$ cat config.mk
export PLATFORM = sky130hd
export DESIGN_NAME = cache_burst_engine
export DESIGN_NICKNAME = d
export VERILOG_FILES = /design/src/rtl/cache_burst_engine_pkg.sv /design/src/rtl/cache_burst_engine_line_beat_shifter.sv /design/src/rtl/cache_burst_engine.sv
export SDC_FILE = /design/constraint.sdc
export NUM_CORES = 1
export LEC_CHECK = 0
export ABC_AREA = 0
export ABC_CLOCK_PERIOD_IN_PS = 7600
export CAP_MARGIN = 20
export CORE_AREA = 2 2 220 222
export DETAILED_ROUTE_END_ITERATION = 10
export DIE_AREA = 0 0 222 224
export PLACE_DENSITY = 0.57
export SLEW_MARGIN = 25
export SYNTH_ARGS = -nofsm -noshare
export SYNTH_HDL_FRONTEND = slang
export SYNTH_SLANG_ARGS = --single-unit
$ cat constraint.sdc
create_clock -name clk -period 7.6 [get_ports clk]
set_clock_uncertainty 0.2 [all_clocks]
set_input_delay 1.9 -clock clk [delete_from_list [all_inputs] [get_ports clk]]
set_output_delay 1.9 -clock clk [all_outputs]
set_load 0.01 [all_outputs]
$ cat src/rtl/cache_burst_engine_pkg.sv
// Shared types for the cache line burst engine: transfer modes, FSM states and
// the beats-per-line helper.
package cache_burst_engine_pkg;

   typedef enum logic [1:0] {
      XFER_NONE    = 2'b00,
      XFER_FILL    = 2'b01,
      XFER_WB      = 2'b10,
      XFER_WB_FILL = 2'b11
   } xfer_mode_t;

   typedef enum logic [2:0] {
      ST_IDLE,
      ST_WR_BURST,
      ST_RD_CMD,
      ST_RD_BURST,
      ST_DONE
   } xfer_state_t;

   function automatic int calc_beats(input int line_words, input int mem_w);
      return line_words * 32 / mem_w;
   endfunction

endpackage

$ cat src/rtl/cache_burst_engine_line_beat_shifter.sv
// Serialises a cache line into memory beats (MSB beat first) and gathers
// incoming read beats back into a line in the same order.
module cache_burst_engine_line_beat_shifter #(
   parameter int LINE_W = 128,
   parameter int MEM_W  = 16
) (
   input  logic              clk,
   input  logic              rst_n,
   input  logic              load_i,
   input  logic [LINE_W-1:0] line_i,
   input  logic              shift_i,
   input  logic              capture_i,
   input  logic [MEM_W-1:0]  beat_i,
   output logic [MEM_W-1:0]  wdata_o,
   output logic [LINE_W-1:0] line_o
);

   logic [LINE_W-1:0] tx_q, tx_d;
   logic [LINE_W-1:0] rx_q, rx_d;

   always_comb begin
      tx_d = tx_q;
      rx_d = rx_q;
      if (load_i)
         tx_d = line_i;
      else if (shift_i)
         tx_d = {tx_q[LINE_W-MEM_W-1:0], {MEM_W{1'b0}}};
      // Shift-in leaves beat 0 in the MSBs once the whole line has arrived.
      if (capture_i)
         rx_d = {rx_q[LINE_W-MEM_W-1:0], beat_i};
   end

   always_ff @(posedge clk or negedge rst_n) begin
      if (!rst_n) begin
         tx_q <= '0;
         rx_q <= '0;
      end else begin
         tx_q <= tx_d;
         rx_q <= rx_d;
      end
   end

   assign wdata_o = tx_q[LINE_W-1 -: MEM_W];
   assign line_o  = rx_q;

endmodule

$ cat src/rtl/cache_burst_engine.sv
// Moves whole cache lines to/from SDRAM as MEM_W-wide bursts: fill, write-back,
// or write-back followed by fill. Every output is driven from a register.
module cache_burst_engine
   import cache_burst_engine_pkg::*;
#(
   parameter int LINE_WORDS = 4,
   parameter int MEM_W      = 16,
   parameter int ADDR_W     = 24
) (
   input  logic                       clk,
   input  logic                       rst_n,
   input  logic                       req_valid,
   output logic                       req_ready,
   input  logic [1:0]                 req_mode,
   input  logic [ADDR_W-1:0]          req_wb_addr,
   input  logic [ADDR_W-1:0]          req_fill_addr,
   input  logic [LINE_WORDS*32-1:0]   line_wdata,
   output logic [LINE_WORDS*32-1:0]   line_rdata,
   output logic                       done,
   output logic                       err,
   output logic [ADDR_W-1:0]          mem_addr,
   output logic                       mem_wr,
   output logic [MEM_W-1:0]           mem_wdata,
   output logic                       mem_rd,
   input  logic                       mem_ready,
   input  logic [MEM_W-1:0]           mem_rdata,
   input  logic                       mem_rvalid
);

   localparam int LINE_W = LINE_WORDS * 32;
   localparam int BEATS  = calc_beats(LINE_WORDS, MEM_W);
   localparam int BW     = $clog2(BEATS);
   localparam logic [ADDR_W-1:0] ALIGN_MASK = ~ADDR_W'(BEATS - 1);
   localparam logic [BW-1:0]     LAST_BEAT  = BW'(BEATS - 1);

   xfer_state_t       state_q, state_d;
   xfer_mode_t        mode_q, mode_d;
   logic [BW-1:0]     beat_q, beat_d;
   logic [ADDR_W-1:0] wb_base_q, wb_base_d;
   logic [ADDR_W-1:0] fill_base_q, fill_base_d;
   logic [ADDR_W-1:0] mem_addr_q, mem_addr_d;
   logic              req_ready_q, done_q, err_q, mem_wr_q, mem_rd_q;
   logic              load, shift, capture;

   always_comb begin
      state_d     = state_q;
      mode_d      = mode_q;
      beat_d      = beat_q;
      wb_base_d   = wb_base_q;
      fill_base_d = fill_base_q;
      load        = 1'b0;
      shift       = 1'b0;
      capture     = 1'b0;
      case (state_q)
         ST_IDLE: begin
            if (req_valid && req_ready_q) begin
               mode_d      = xfer_mode_t'(req_mode);
               wb_base_d   = req_wb_addr & ALIGN_MASK;
               fill_base_d = req_fill_addr & ALIGN_MASK;
               beat_d      = '0;
               load        = req_mode[1];
               case (mode_d)
                  XFER_FILL:            state_d = ST_RD_CMD;
                  XFER_WB, XFER_WB_FILL: state_d = ST_WR_BURST;
                  default:              state_d = ST_DONE;
               endcase
            end
         end
         ST_WR_BURST: begin
            if (mem_ready) begin
               shift = 1'b1;
               if (beat_q == LAST_BEAT) begin
                  beat_d  = '0;
                  state_d = (mode_q == XFER_WB_FILL) ? ST_RD_CMD : ST_DONE;
               end else begin
                  beat_d = beat_q + BW'(1);
               end
            end
         end
         ST_RD_CMD: begin
            if (mem_ready) begin
               beat_d  = '0;
               state_d = ST_RD_BURST;
            end
         end
         ST_RD_BURST: begin
            if (mem_rvalid) begin
               capture = 1'b1;
               if (beat_q == LAST_BEAT) begin
                  beat_d  = '0;
                  state_d = ST_DONE;
               end else begin
                  beat_d = beat_q + BW'(1);
               end
            end
         end
         default: state_d = ST_IDLE;
      endcase

      // Outputs are precomputed from the next state so they can be registered.
      mem_addr_d = mem_addr_q;
      if (state_d == ST_WR_BURST)
         mem_addr_d = wb_base_d + ADDR_W'(beat_d);
      else if (state_d == ST_RD_CMD)
         mem_addr_d = fill_base_d;
   end

   always_ff @(posedge clk or negedge rst_n) begin
      if (!rst_n) begin
         state_q     <= ST_IDLE;
         mode_q      <= XFER_NONE;
         beat_q      <= '0;
         wb_base_q   <= '0;
         fill_base_q <= '0;
         mem_addr_q  <= '0;
         req_ready_q <= 1'b0;
         done_q      <= 1'b0;
         err_q       <= 1'b0;
         mem_wr_q    <= 1'b0;
         mem_rd_q    <= 1'b0;
      end else begin
         state_q     <= state_d;
         mode_q      <= mode_d;
         beat_q      <= beat_d;
         wb_base_q   <= wb_base_d;
         fill_base_q <= fill_base_d;
         mem_addr_q  <= mem_addr_d;
         req_ready_q <= (state_d == ST_IDLE);
         done_q      <= (state_d == ST_DONE);
         err_q       <= (state_d == ST_DONE) && (mode_d == XFER_NONE);
         mem_wr_q    <= (state_d == ST_WR_BURST);
         mem_rd_q    <= (state_d == ST_RD_CMD);
      end
   end

   cache_burst_engine_line_beat_shifter #(
      .LINE_W (LINE_W),
      .MEM_W  (MEM_W)
   ) u_shifter (
      .clk       (clk),
      .rst_n     (rst_n),
      .load_i    (load),
      .line_i    (line_wdata),
      .shift_i   (shift),
      .capture_i (capture),
      .beat_i    (mem_rdata),
      .wdata_o   (mem_wdata),
      .line_o    (line_rdata)
   );

   assign req_ready = req_ready_q;
   assign done      = done_q;
   assign err       = err_q;
   assign mem_addr  = mem_addr_q;
   assign mem_wr    = mem_wr_q;
   assign mem_rd    = mem_rd_q;

endmodule

==> impl_metrics.ini, run 1 <==
[outcome]
status = finished, final reports clean

[synthesis]
synthTopCellsByCount = nand2_1 (762), dfrtp_1 (341), a22oi_1 (115), clkbuf_1 (69), o21ai_0 (37)
ys_warn_count = 0
async_flop_share_pct = 100
synth_top_area_cell = dfrtp_1
synth_cells = 1570
synth.distinct_cells = 57
synth-seq-area-share_pct = 58.6
synth_area_leaders = dfrtp_1 (59%), nand2_1 (20%), a22oi_1 (5.9%)
syn_area_sq_mm = 0.0146
synth_seq_cells = 341
yosysMostFrequentCell = nand2_1
synth_edf_count = 0
syn_nets = 1775
syn_avg_cell_area_sq_um = 9.27
synth_top_area_share_pct = 58.6
synthFlopType = dfrtp_1

[placement]
port-buffer-count = 365
gp_congestion = 0.817
dp_hpwl_mm = 30.6
post_dp_cell_area_sq_mm = 0.0186

[worst_setup_path]
slowest_delay_ns = 0.64
start_kind = primary input
critPathSlowestCell = nand3_4
critical_path_class = in2reg
endpoint_kind = register
cpMostUsedCell = inv_1
cp_data_required_time_ns = 7.85
arrival_ns = 5.54
crit_path_cell_trace = clkdlybuf4s50_1 -> nand3_4 -> nand2_1 -> a22o_1 -> ha_1 -> inv_1 -> fa_1 -> inv_1 -> a21o_1 -> o221ai_2 -> nand2b_4 -> mux2i_1 -> a211o_1
cp_max_fo = 71

[cts]
cts.sinks = 341
clock_latency_ns = 0.56
cts.hold.buffers_added = 0
clock_path_buffers = 3
cts_buffers = 40
cts_setup_buffers = 0
cts_tree = built
cts_resized = 0
h-tree-depth = 2
root_buffer = clkbuf_16
clk_pin_slew_ns = 0.06

[floorplanning]
num_rows = 80
die_w_um = 222
core_sq_mm = 0.0473
io_pins = 372
die-height_um = 224
dieArea_sq_mm = 0.0497
start_util_pct = 30.8

[cells_and_area]
drive_above_1_share_pct = 5.44
postLayoutCellArea_sq_mm = 0.0200
num_antenna_cells = 0
fin_nets = 2085
num-fill-cells = 4632
syn_to_final_growth_pct = 37.3

[sta]
rsz0062_at_grt = no
slew_violations = 0
clock.fmax_mhz = 189
fin_setup_tns_ns = 0
fin_crit_sh_pct = 69.6
maxSlewHeadroom_pct = 33.2
setup_viol = 0
worst_pin_slew_ns = 1.00
hold_violations = 0
min_period_ns = 5.29

[global_routing]
grt_max_degree = 150
groute.usage.overall_pct = 18.1
grt_pass1_vias = 12100
antenna_found_initial = 2
grt_pass1_wl_mm = 70.8
grt-ovfl-total = 0

[power]
pwr-share-clk_pct = 29.7
switchingPower_mw = 2.28
powerDensity_mw_per_mm2 = 336
p_comb_share_pct = 31.2
intPower_mw = 4.44
p_sw_share_pct = 34.0
irDropWorstVdd_uv = 204
power.leakage_nw = 9.73
pwr-share-seq_pct = 39.1

[route]
num_vias = 11900
firstDrtPassIters = 5
totalWireLength_mm = 45.4
viasPerCell = 4.73
drc = 0
drt_iter0_drc = 976
drtAntennaViolNets = 0
avgRoutedWirePerCell_um = 18.0

[job]
maxCapViolations = 0

[worst_hold_path]
hold_class = reg2reg
-- worst max-delay path, delay by kind of cell --
family,cells,cell delay (ns)
compound gates,4,1.01
fa+ha+maj,2,0.57
buf+inv,3,0.68
mux,1,0.13
simple gates,3,1.24
-- power groups by stage --
stage               combinational [mW]  sequential (mW)  clock (mW)
floorplan                        0.831             2.72           0
global placement                  2.11             2.64           0
detailed placement                2.11             2.66           0
CTS                               2.13             2.64        2.06
global route                      2.30             2.69        2.12
finish                            2.10             2.63        1.99
-- layer usage --
layer  vias up  GRT usage (%)  wire, um
met5         -              0        26
met4         4           5.91      1100
met3        76           5.31      3340
met2       339           29.0     21400
met1      5746           23.6     19500
li1       5774              -         -
-- cell families after synthesis --
family / share of synthesized area, %
flops: 58.6
buf+inv: 3.87
xor+xnor: 0.782
mux: 2.90
compound gates: 9.99
fa+ha+maj: 0.567
simple gates: 23.3
-- final cells by class --
type                       count  area [sq um]  area share, %
sequential                   341          8530           42.7
multi-input combinational   1108          5500           27.5
timing repair buffer         378          3780           18.9
clock buffer                  57          1140           5.73
tap                          615           769           3.85
clock inverter                16           223           1.11
inverter                      11          41.3          0.207
-- registers in the layout, indices dropped and copies added, names as in the netlist --
signal            flops
u_shifter.tx_q      128
mem_wr                1
err                   1
beat_q                3
mem_rd                1
mode_q                2
u_shifter.line_o    128
state_q               3
fill_base_q          24
done                  1
wb_base_q            24
mem_addr             24
req_ready             1
-- per-stage QoR --
| stage | total power, mW | util (%) | hold WS, ns | std cells | worst slack, ns |
|---|---|---|---|---|---|
| CTS | 6.82 | 42.2 | 0.270 | 2526 | 2.27 |
| global route | 7.12 | 42.2 | 0.287 | 2526 | 2.02 |
| global placement | 4.75 | 39.3 | 0.251 | 2453 | 1.74 |
| detailed placement | 4.77 | 39.3 | 0.258 | 2453 | 1.68 |
| floorplan | 3.55 | - | 0.239 | 1570 | 2.51 |
| finish | 6.72 | 42.2 | 0.269 | 2526 | 2.31 |
-- placed cells by master (no fill, tap or decap), types with 3 or more instances in the layout --
cell type / count
mux2i_1: 32
bufinv_16: 4
nand3_1: 12
clkbuf_8: 8
xnor2_1: 10
a21o_1: 4
clkinvlp_4: 5
a21oi_1: 13
a31oi_1: 5
dfrtp_1: 341
nor3b_1: 3
and2_1: 9
nor2b_1: 3
a22oi_1: 115
nand2_1: 762
inv_1: 11
nand2b_1: 3
and3_1: 3
nor3_1: 10
a22o_1: 4
nor2_1: 13
buf_4: 10
clkdlybuf4s50_1: 364
clkbuf_16: 40
ha_1: 5
clkbuf_1: 9
clkinv_2: 4
mux2_2: 8
o21ai_0: 37
nand4_1: 10
xor2_1: 3
-- path summary, 6_finish.rpt --
check,from,end,slack [ns],cells past startpoint
worst max-delay path,mem_rvalid,mem_addr[16],2.31,13
worst min-delay path,fill_base_q[3],fill_base_q[3],0.27,2
worst min register to register,fill_base_q[3],fill_base_q[3],0.27,2
min in group asynchronous,rst_n,u_shifter.tx_q[100],1.14,1
max in group asynchronous,rst_n,u_shifter.line_o[28],4.67,2
worst max register to register,state_q[0],mem_addr[16],3.35,13
Note: power is estimated with default switching activity, not from simulation.
==> inputs of run 2 (changes only) <==
ABC_CLOCK_PERIOD_IN_PS = 4800   (was 7600)
PLACE_DENSITY = 0.59   (was 0.57)
clock period = 4.8 ns   (was 7.6 ns; I/O delays follow)
==> impl_metrics.ini, run 2 (synthesis gave the netlist of run 1 again) <==
[job]
maxCapViolations = 0

[power]
p_sw_share_pct = 33.9
switchingPower_mw = 3.58
p_comb_share_pct = 31.6
irDropWorstVdd_uv = 339
power.leakage_nw = 9.78
intPower_mw = 6.99
pwr-share-clk_pct = 29.0
powerDensity_mw_per_mm2 = 528
pwr-share-seq_pct = 39.4
p_total_mw = 10.6

[worst_setup_path]
r2r-end = mem_addr[16]
cp_data_required_time_ns = 5.04
critical_path_class = in2reg
critPathSlowestCell = clkdlybuf4s50_1
r2r_cells = 13
reg2reg_slack_ns = 1.28
slowest_delay_ns = 0.50
arrival_ns = 4.28
endpoint_kind = register
reg2reg_from = state_q[1]
start_kind = primary input
cp_max_fo = 6
crit_path_cell_trace = clkdlybuf4s50_1 -> nand2_1 -> o21ai_0 -> o21ai_0 -> a22o_1 -> ha_1 -> inv_1 -> fa_1 -> inv_1 -> a21o_1 -> o221ai_2 -> nand2b_4 -> mux2i_1 -> a211o_1

[cells_and_area]
fin_nets = 2093
final_common_cell = nand2_1
seq_area_sq_mm = 0.00853
postLayoutCellArea_sq_mm = 0.0200
syn_to_final_growth_pct = 37.7
drive_above_1_share_pct = 5.64
multi_input_area_sq_mm = 0.00550
layout_common_cells = nand2_1 (762), clkdlybuf4s50_1 (364), dfrtp_1 (341)
num-fill-cells = 4624

[worst_hold_path]
worstHoldEndpoint = fill_base_q[18]
hold_depth = 2
hold_class = reg2reg
min-delay-start = fill_base_q[18]

[global_routing]
grt_max_degree = 148
grt_pass1_wl_mm = 70.6
grt-ovfl-total = 0
antenna_found_initial = 5
grt_pass1_vias = 12200
groute.usage.overall_pct = 18.1

[route]
drt_iter0_drc = 986
firstDrtPassIters = 7
totalWireLength_mm = 45.4
avgRoutedWirePerCell_um = 17.9
num_vias = 12100
drtAntennaViolNets = 0
drc = 0
viasPerCell = 4.76

[cts]
cts_setup_buffers = 0
clk_pin_slew_ns = 0.05
h-tree-depth = 2
cts.hold.buffers_added = 0
cts_resized = 0
clock_latency_ns = 0.56
cts_tree = built
cts_buffers = 41
clock_path_buffers = 3
cts.sinks = 341
root_buffer = clkbuf_16

[sta]
min_period_ns = 4.04
fin_ws_ns = 0.761
rsz0062_at_grt = no
fin_crit_sh_pct = 84.2
clock.fmax_mhz = 248
fin_hold_ws_ns = 0.271
setup_viol = 0
slew_violations = 0
worst_pin_slew_ns = 0.844
fin_setup_tns_ns = 0
maxSlewHeadroom_pct = 43.7
hold_violations = 0

[placement]
dp_hpwl_mm = 30.8
place_ws_ns = 0.201
port-buffer-count = 365
post_dp_cell_area_sq_mm = 0.0187
gp_congestion = 0.845

[outcome]
status = finished, final reports clean

[floorplanning]
num_rows = 80
io_pins = 372
die_w_um = 222
dieArea_sq_mm = 0.0497
start_util_pct = 30.8
die-height_um = 224
core_sq_mm = 0.0473
run 2: cell types whose count changed in the layout (fill, tap and decap cells not counted):
cell / previous run / this run
buf_4: 10 / 15
clkinvlp_4: 5 / 0
buf_12: 1 / 5
clkinv_2: 4 / 7
diode_2: 0 / 3
buf_6: 2 / 0
bufinv_16: 4 / 3
clkbuf_16: 40 / 41
clkbuf_8: 8 / 7
clkinv_8: 1 / 2
inv_16: 1 / 0
run 2: how the worst max path moves through the flow:
stage	from	end	slack, ns	cells past startpoint
after floorplan	req_valid	mem_addr[16]	0.41	15
after global placement	mem_ready	mem_addr[16]	0.26	14
after detailed placement	mem_ready	mem_addr[16]	0.20	14
after CTS	mem_ready	mem_addr[16]	0.80	14
after global routing	mem_ready	mem_addr[16]	0.52	14
final	mem_ready	mem_addr[16]	0.76	14
run 2: layer usage:
metal	track usage, %	vias up	part of all wire (%)
met5	0	-	0.053
met1	23.2	5831	42
met2	29.4	363	48
met3	5.38	67	7.6
li1	-	5798	-
met4	5.82	4	2.3
run 2: area by class of cell:
type                            instances  share of cell area [%]
Antenna cell                            3                  0.0374
Clock buffer                           57                    5.77
Clock inverter                         13                   0.830
Inverter                               11                   0.206
Multi-Input combinational cell       1108                    27.4
Sequential cell                       341                    42.6
Tap cell                              615                    3.84
Timing Repair Buffer                  385                    19.3
run 2: worst max-delay path: cells and delay by family:
kind / cells / cell delay [ns]
AO/OA/AOI/OAI: 6 / 1.42
buffers and inverters: 3 / 0.64
adder cells (fa/ha/maj): 2 / 0.58
AND/OR/NAND/NOR: 2 / 0.33
multiplexers: 1 / 0.13
run 2: per-stage QoR:
| step | utilization, % | cells |
|---|---|---|
| 6_report | 42.3 | 2533 |
| 5_1_grt | 42.3 | 2532 |
| 4_1_cts | 42.3 | 2530 |
| 3_5_place_dp | 39.5 | 2460 |
| 3_3_place_gp | 39.5 | 2460 |
| 2_1_floorplan | - | 1570 |
run 2: power by group through the flow:
stage	sequential (mW)	combinational, mW	clock [mW]
detailed placement	4.21	3.38	0
CTS	4.18	3.40	3.16
global route	4.27	3.67	3.27
floorplan	4.30	1.32	0
global placement	4.19	3.36	0
finish	4.16	3.35	3.07
